--- src/rtl/uart_tx.sv ---
// uart_tx: 8-data, even-parity, 1-stop UART transmitter fed by a small byte FIFO.
// Rev 1.0
`default_nettype none

module uart_tx #(
  parameter int CLOCK_RATE = 100000000,
  parameter int BAUD_RATE  = 115200,
  parameter int FIFO_DEPTH = 4
) (
  input  logic       clk,
  input  logic       rst_n,
  input  logic [7:0] data,
  input  logic       valid,
  output logic       ready,
  output logic       tx,
  output logic       busy,
  output logic       tx_done
);

  localparam int CLKS_PER_BIT = CLOCK_RATE / BAUD_RATE;
  localparam int c_cnt_w      = $clog2(CLKS_PER_BIT);
  localparam int c_ptr_w      = $clog2(FIFO_DEPTH);
  localparam int c_fcnt_w     = $clog2(FIFO_DEPTH + 1);

  localparam logic [c_cnt_w-1:0]  c_bit_last  = c_cnt_w'(CLKS_PER_BIT - 1);
  localparam logic [c_fcnt_w-1:0] c_fifo_full = c_fcnt_w'(FIFO_DEPTH);

  typedef enum logic [2:0] {
    S_IDLE   = 3'd0,
    S_START  = 3'd1,
    S_DATA   = 3'd2,
    S_PARITY = 3'd3,
    S_STOP   = 3'd4
  } state_t;

  logic [7:0]          r_mem [FIFO_DEPTH];
  logic [c_ptr_w-1:0]  r_wr_ptr;
  logic [c_ptr_w-1:0]  r_rd_ptr;
  logic [c_fcnt_w-1:0] r_count;

  state_t              r_state;
  logic [c_cnt_w-1:0]  r_bit_cnt;
  logic [2:0]          r_bit_idx;
  logic [7:0]          r_shift;
  logic                r_parity;
  logic                r_tx;
  logic                r_tx_done;
  logic                r_busy;

  state_t              w_state_next;
  logic [c_cnt_w-1:0]  w_bit_cnt_next;
  logic [2:0]          w_bit_idx_next;
  logic [7:0]          w_shift_next;
  logic                w_parity_next;
  logic                w_tx_next;
  logic                w_tx_done_next;
  logic                w_pop;
  logic                w_wr;
  logic                w_fifo_empty;
  logic                w_bit_end;
  logic [7:0]          w_head;

  assign ready        = (r_count != c_fifo_full);
  assign w_wr         = valid && ready;
  assign w_fifo_empty = (r_count == '0);
  assign w_head       = r_mem[r_rd_ptr];
  assign w_bit_end    = (r_bit_cnt == c_bit_last);

  assign tx      = r_tx;
  assign busy    = r_busy;
  assign tx_done = r_tx_done;

  // Storage needs no reset: only entries covered by r_count are ever read.
  always_ff @(posedge clk) begin
    if (w_wr) begin
      r_mem[r_wr_ptr] <= data;
    end
  end

  always_ff @(posedge clk or negedge rst_n) begin
    if (!rst_n) begin
      r_wr_ptr <= '0;
      r_rd_ptr <= '0;
      r_count  <= '0;
    end else begin
      if (w_wr) begin
        r_wr_ptr <= r_wr_ptr + 1'b1;
      end
      if (w_pop) begin
        r_rd_ptr <= r_rd_ptr + 1'b1;
      end
      if (w_wr && !w_pop) begin
        r_count <= r_count + 1'b1;
      end else if (!w_wr && w_pop) begin
        r_count <= r_count - 1'b1;
      end
    end
  end

  always_ff @(posedge clk or negedge rst_n) begin
    if (!rst_n) begin
      r_state   <= S_IDLE;
      r_bit_cnt <= '0;
      r_bit_idx <= '0;
      r_shift   <= '0;
      r_parity  <= 1'b0;
      r_tx      <= 1'b1;
      r_tx_done <= 1'b0;
      r_busy    <= 1'b0;
    end else begin
      r_state   <= w_state_next;
      r_bit_cnt <= w_bit_cnt_next;
      r_bit_idx <= w_bit_idx_next;
      r_shift   <= w_shift_next;
      r_parity  <= w_parity_next;
      r_tx      <= w_tx_next;
      r_tx_done <= w_tx_done_next;
      r_busy    <= (r_state != S_IDLE) || (r_count != '0);
    end
  end

  // tx is the registered image of the current state, so the line lags the
  // state by one clk; every bit still lasts exactly CLKS_PER_BIT clks.
  always_comb begin
    w_state_next   = r_state;
    w_bit_cnt_next = w_bit_end ? '0 : r_bit_cnt + 1'b1;
    w_bit_idx_next = r_bit_idx;
    w_shift_next   = r_shift;
    w_parity_next  = r_parity;
    w_tx_next      = 1'b1;
    w_tx_done_next = 1'b0;
    w_pop          = 1'b0;

    case (r_state)
      S_IDLE: begin
        w_bit_cnt_next = '0;
        if (!w_fifo_empty) begin
          w_pop          = 1'b1;
          w_shift_next   = w_head;
          w_parity_next  = ^w_head;
          w_bit_idx_next = '0;
          w_state_next   = S_START;
        end
      end
      S_START: begin
        w_tx_next = 1'b0;
        if (w_bit_end) begin
          w_bit_idx_next = '0;
          w_state_next   = S_DATA;
        end
      end
      S_DATA: begin
        w_tx_next = r_shift[0];
        if (w_bit_end) begin
          w_shift_next   = {1'b0, r_shift[7:1]};
          w_bit_idx_next = r_bit_idx + 1'b1;
          if (r_bit_idx == 3'd7) begin
            w_state_next = S_PARITY;
          end
        end
      end
      S_PARITY: begin
        w_tx_next = r_parity;
        if (w_bit_end) begin
          w_state_next = S_STOP;
        end
      end
      S_STOP: begin
        if (w_bit_end) begin
          w_tx_done_next = 1'b1;
          if (!w_fifo_empty) begin
            w_pop          = 1'b1;
            w_shift_next   = w_head;
            w_parity_next  = ^w_head;
            w_bit_idx_next = '0;
            w_state_next   = S_START;
          end else begin
            w_state_next = S_IDLE;
          end
        end
      end
      default: begin
        w_bit_cnt_next = '0;
        w_state_next   = S_IDLE;
      end
    endcase
  end

endmodule

`default_nettype wire
--- config.mk ---
export PLATFORM = sky130hd
export DESIGN_NAME = uart_tx
export DESIGN_NICKNAME = d
export VERILOG_FILES = /design/src/rtl/uart_tx.sv
export SDC_FILE = /design/constraint.sdc
export NUM_CORES = 1
export LEC_CHECK = 0
export ABC_AREA = 1
export CAP_MARGIN = 25
export CORE_MARGIN = 1
export CORE_UTILIZATION = 30
export DETAILED_ROUTE_END_ITERATION = 8
export PLACE_DENSITY = 0.45
export SYNTH_ARGS = -nofsm -noshare
export SYNTH_HDL_FRONTEND = slang
export SYNTH_SLANG_ARGS = --single-unit
--- constraint.sdc ---
create_clock -name clk -period 2.9 [get_ports clk]
set_input_delay 0.29 -clock clk [delete_from_list [all_inputs] [get_ports clk]]
set_output_delay 0.29 -clock clk [all_outputs]
set_load 0.02 [all_outputs]
==> key figures <==
Status
  • Status: completed

CTS
  • Cts repair resizes: 0
  • Hold-fix buffers, CTS: 0
  • Max Root-Sink Buffers: 2
  • CTS H-tree lvls: 3
  • Number of CTS-inserted buffers: 9
  • Worst-path clk slew: 0.06 ns
  • Insertion delay to the later sink of the worst-skew pair: 0.33 ns
  • # Post-CTS Setup Buffers: 0
  • CTS tree: done
  • Clk sinks: 67
  • Clk Tree Root Cell: clkbuf_16

Synthesis
  • Synth area leader: edfxtp_1
  • Synth area leaders: edfxtp_1 28%, dfrtp_1 25%, nand2_1 16%, nand3_1 3.5%, nor2_1 2.9%
  • Async set-reset flop share out of synthesis: 52.2%
  • Synth top cells by count: 150 x nand2_1, 34 x dfrtp_1, 32 x edfxtp_1
  • Top-count cell post-synth: nand2_1
  • Synth Area per Inst: 8.92 um2
  • Syn Nets: 407
  • Seq cells post-synth: 67
  • Post-synthesis cell area: 3450 um2
  • Post-synth cell types: 37
  • Primary FF master, synth: dfrtp_1
  • Sequential element share of the synthesized area: 53.3%
  • Syn Inst Count: 387
  • Ys Warns: 0
  • Area share of the largest cell type after synthesis: 27.8%
  • Post-synth EDFFs: 32

Final layout
  • Nets: 430
  • Diodes inserted: 0
  • Final non-filler cell area: 4040 um2
  • Area growth, synth to finish: 17.1%
  • Share of post-route cells with drive strength above 1: 15.2%

Min path
  • HP Class: input port to asynchronous set/reset pin

Global routing
  • Tot GR Track Use: 12.9%
  • Antenna violations before repair: 0
  • GR Overflow Total: 0
  • First-pass GRT wire length: 11,500 um
  • Vias in the first global route: 2,352
  • Largest net degree at the start of global routing: 36

STA
  • Worst slew pin tran: 0.818 ns
  • Finish-stage setup viols: 0
  • Crit share post-route: 77.4%
  • Max-slew headroom: 45.5%
  • RSZ-0062 raised after global routing: no
  • Setup Skew: 0.00806 ns
  • Final WS setup: 0.654 ns
  • Maximum clock rate: 445 MHz
  • Final min period: 2.25 ns
  • Setup TNS: 0 ns
  • Max-slew violations: 0
  • Fin. Hold Viols: 0

Power
  • P_leak: 1.88 nW
  • IR drop worst, VDD: 0.000307 V
  • Pwr/cell area: 691 nW/um2
  • Overall power: 2.79 mW

Floorplanning
  • Die span in x: 109 um
  • Die area: 11,900 um2
  • Core ar.: 11,000 um2
  • Die height: 109 um
  • I/O pins: 15
  • Starting Density: 31.3%
  • Std-Cell Rows: 38

Drt
  • Via-to-Cell Ratio: 4.43
  • Post-route ant nets: 0
  • Number of remaining DRC errors: 0
  • Initial DRC count: 97
  • Vias: 2,458
  • Drt pass-1 iters: 4
  • Wire per inst: 12.1 um
  • Final WL: 6740 um

Placement
  • IO Port Bufs: 14
  • Placed inst area: 3720 um2
  • GPL Wtd Cong: 0.751
  • Pre-CTS worst setup slack: 0.644 ns
  • DP Wirelength: 4880 um

Worst setup path
  • Req. time, crit path: 3.11 ns
  • Crit Path Max Fanout: 5
  • CP max stage delay: 0.41 ns
  • Worst Reg2Reg Path Length in Cells: 10
  • Critical Path Source Type: flop
  • Worst Setup End Kind: flop
  • Kind of critical path: flop to flop
  • Slowest CP cell: dfrtp_1
  • WP data arrival: 2.46 ns
  • Worst-path cell chain: ha_1 > inv_1 > nor3_1 > nand3_1 > nand2_1 > nand2_4 > ha_1 > inv_1 > fa_1 > mux2_2

Job
  • Max cap viols: 0
sequential cells by signal, indices dropped and copies added, names as in the netlist, 2 cells and up:
name       flops
r_shift        8
r_rd_ptr       2
r_count        3
r_state        3
r_wr_ptr       2
r_mem         32
r_bit_idx      3
r_bit_cnt     10
through the flow:
| step | hold WS [ns] | std cells | utilization (%) |
|---|---|---|---|
| finish | 0.0545 | 555 | 36.6 |
| floorplan | -0.00559 | 387 | - |
| CTS | 0.0901 | 555 | 36.6 |
| global placement | 0.445 | 539 | 33.7 |
| detailed placement | 0.438 | 539 | 33.7 |
| global route | 0.128 | 555 | 36.6 |
critical path, delay by kind of cell (launching register included):
family                     cells  cell delay, ns
buffers and inverters          2            0.16
muxes                          1            0.26
adders and majority gates      3            0.82
DFF                            1            0.41
and+or+nand+nor                4            0.49
power breakdown:
part	switching, mW	internal [mW]	total, mW
combinational	0.280	0.174	0.453
sequential	0.0612	1.13	1.20
clock	0.402	0.742	1.14
total	0.743	2.05	2.79
cell families (layout without fill, tap and decap cells):
| family | after synthesis | after routing | synth area share (%) |
|---|---|---|---|
| flip-flops | 67 | 67 | 53.3 |
| AO/OA/AOI/OAI | 30 | 30 | 5.66 |
| buffers and inverters | 39 | 67 | 6.24 |
| XOR/XNOR | 6 | 6 | 1.52 |
| AND/OR/NAND/NOR | 235 | 235 | 29.5 |
| adder cells (fa/ha/maj) | 9 | 9 | 3.48 |
| multiplexers | 1 | 1 | 0.326 |
placed cells by master, fill, tap and decap left out, drive strengths merged:
master         count
xnor2              2
mux2               1
buf                7
nand2            168
o31ai              2
o21ai             23
clkinv             3
edfxtp            32
clkbuf            11
nor3b              1
clkdlybuf4s50     13
ha                 8
nor2              30
nand4              1
bufinv             1
inv               32
dfrtp             34
or2                1
o21a               1
a21oi              4
nor3               9
dfstp              1
fa                 1
nand3             25
xor2               4
area by class of cell:
type / count / area, um2
clock buffer: 11 / 264
clock inverter: 5 / 57.6
fill: 1130 / 6990
inverter: 31 / 129
multi-input combinational: 281 / 1400
sequential: 67 / 1840
tap: 140 / 175
timing repair buffer: 20 / 180
worst paths after layout:
| check | startpoint | slack, ns | endpoint |
|---|---|---|---|
| worst max register to register | r_bit_cnt[0]$_DFF_PN0_ | 0.65 | r_count[1]$_DFFE_PN0P_ |
| max in group asynchronous | rst_n | 2.32 | r_shift[5]$_DFFE_PN0P_ |
| worst min register to register | r_shift[1]$_DFFE_PN0P_ | 0.47 | r_shift[1]$_DFFE_PN0P_ |
| worst min-delay path | rst_n | 0.05 | r_bit_cnt[8]$_DFF_PN0_ |
| min in group clk | r_shift[1]$_DFFE_PN0P_ | 0.47 | r_shift[1]$_DFFE_PN0P_ |
| worst max-delay path | r_bit_cnt[0]$_DFF_PN0_ | 0.65 | r_count[1]$_DFFE_PN0P_ |
metal layers:
metal	share of wire, %	wire, um	GRT usage, %
met4	1.9	129	6.29
met2	42	2860	18.5
met3	3.0	205	2.81
met1	53	3540	18.3
met5	0	0	0
Note: power is estimated with default switching activity, not from simulation.
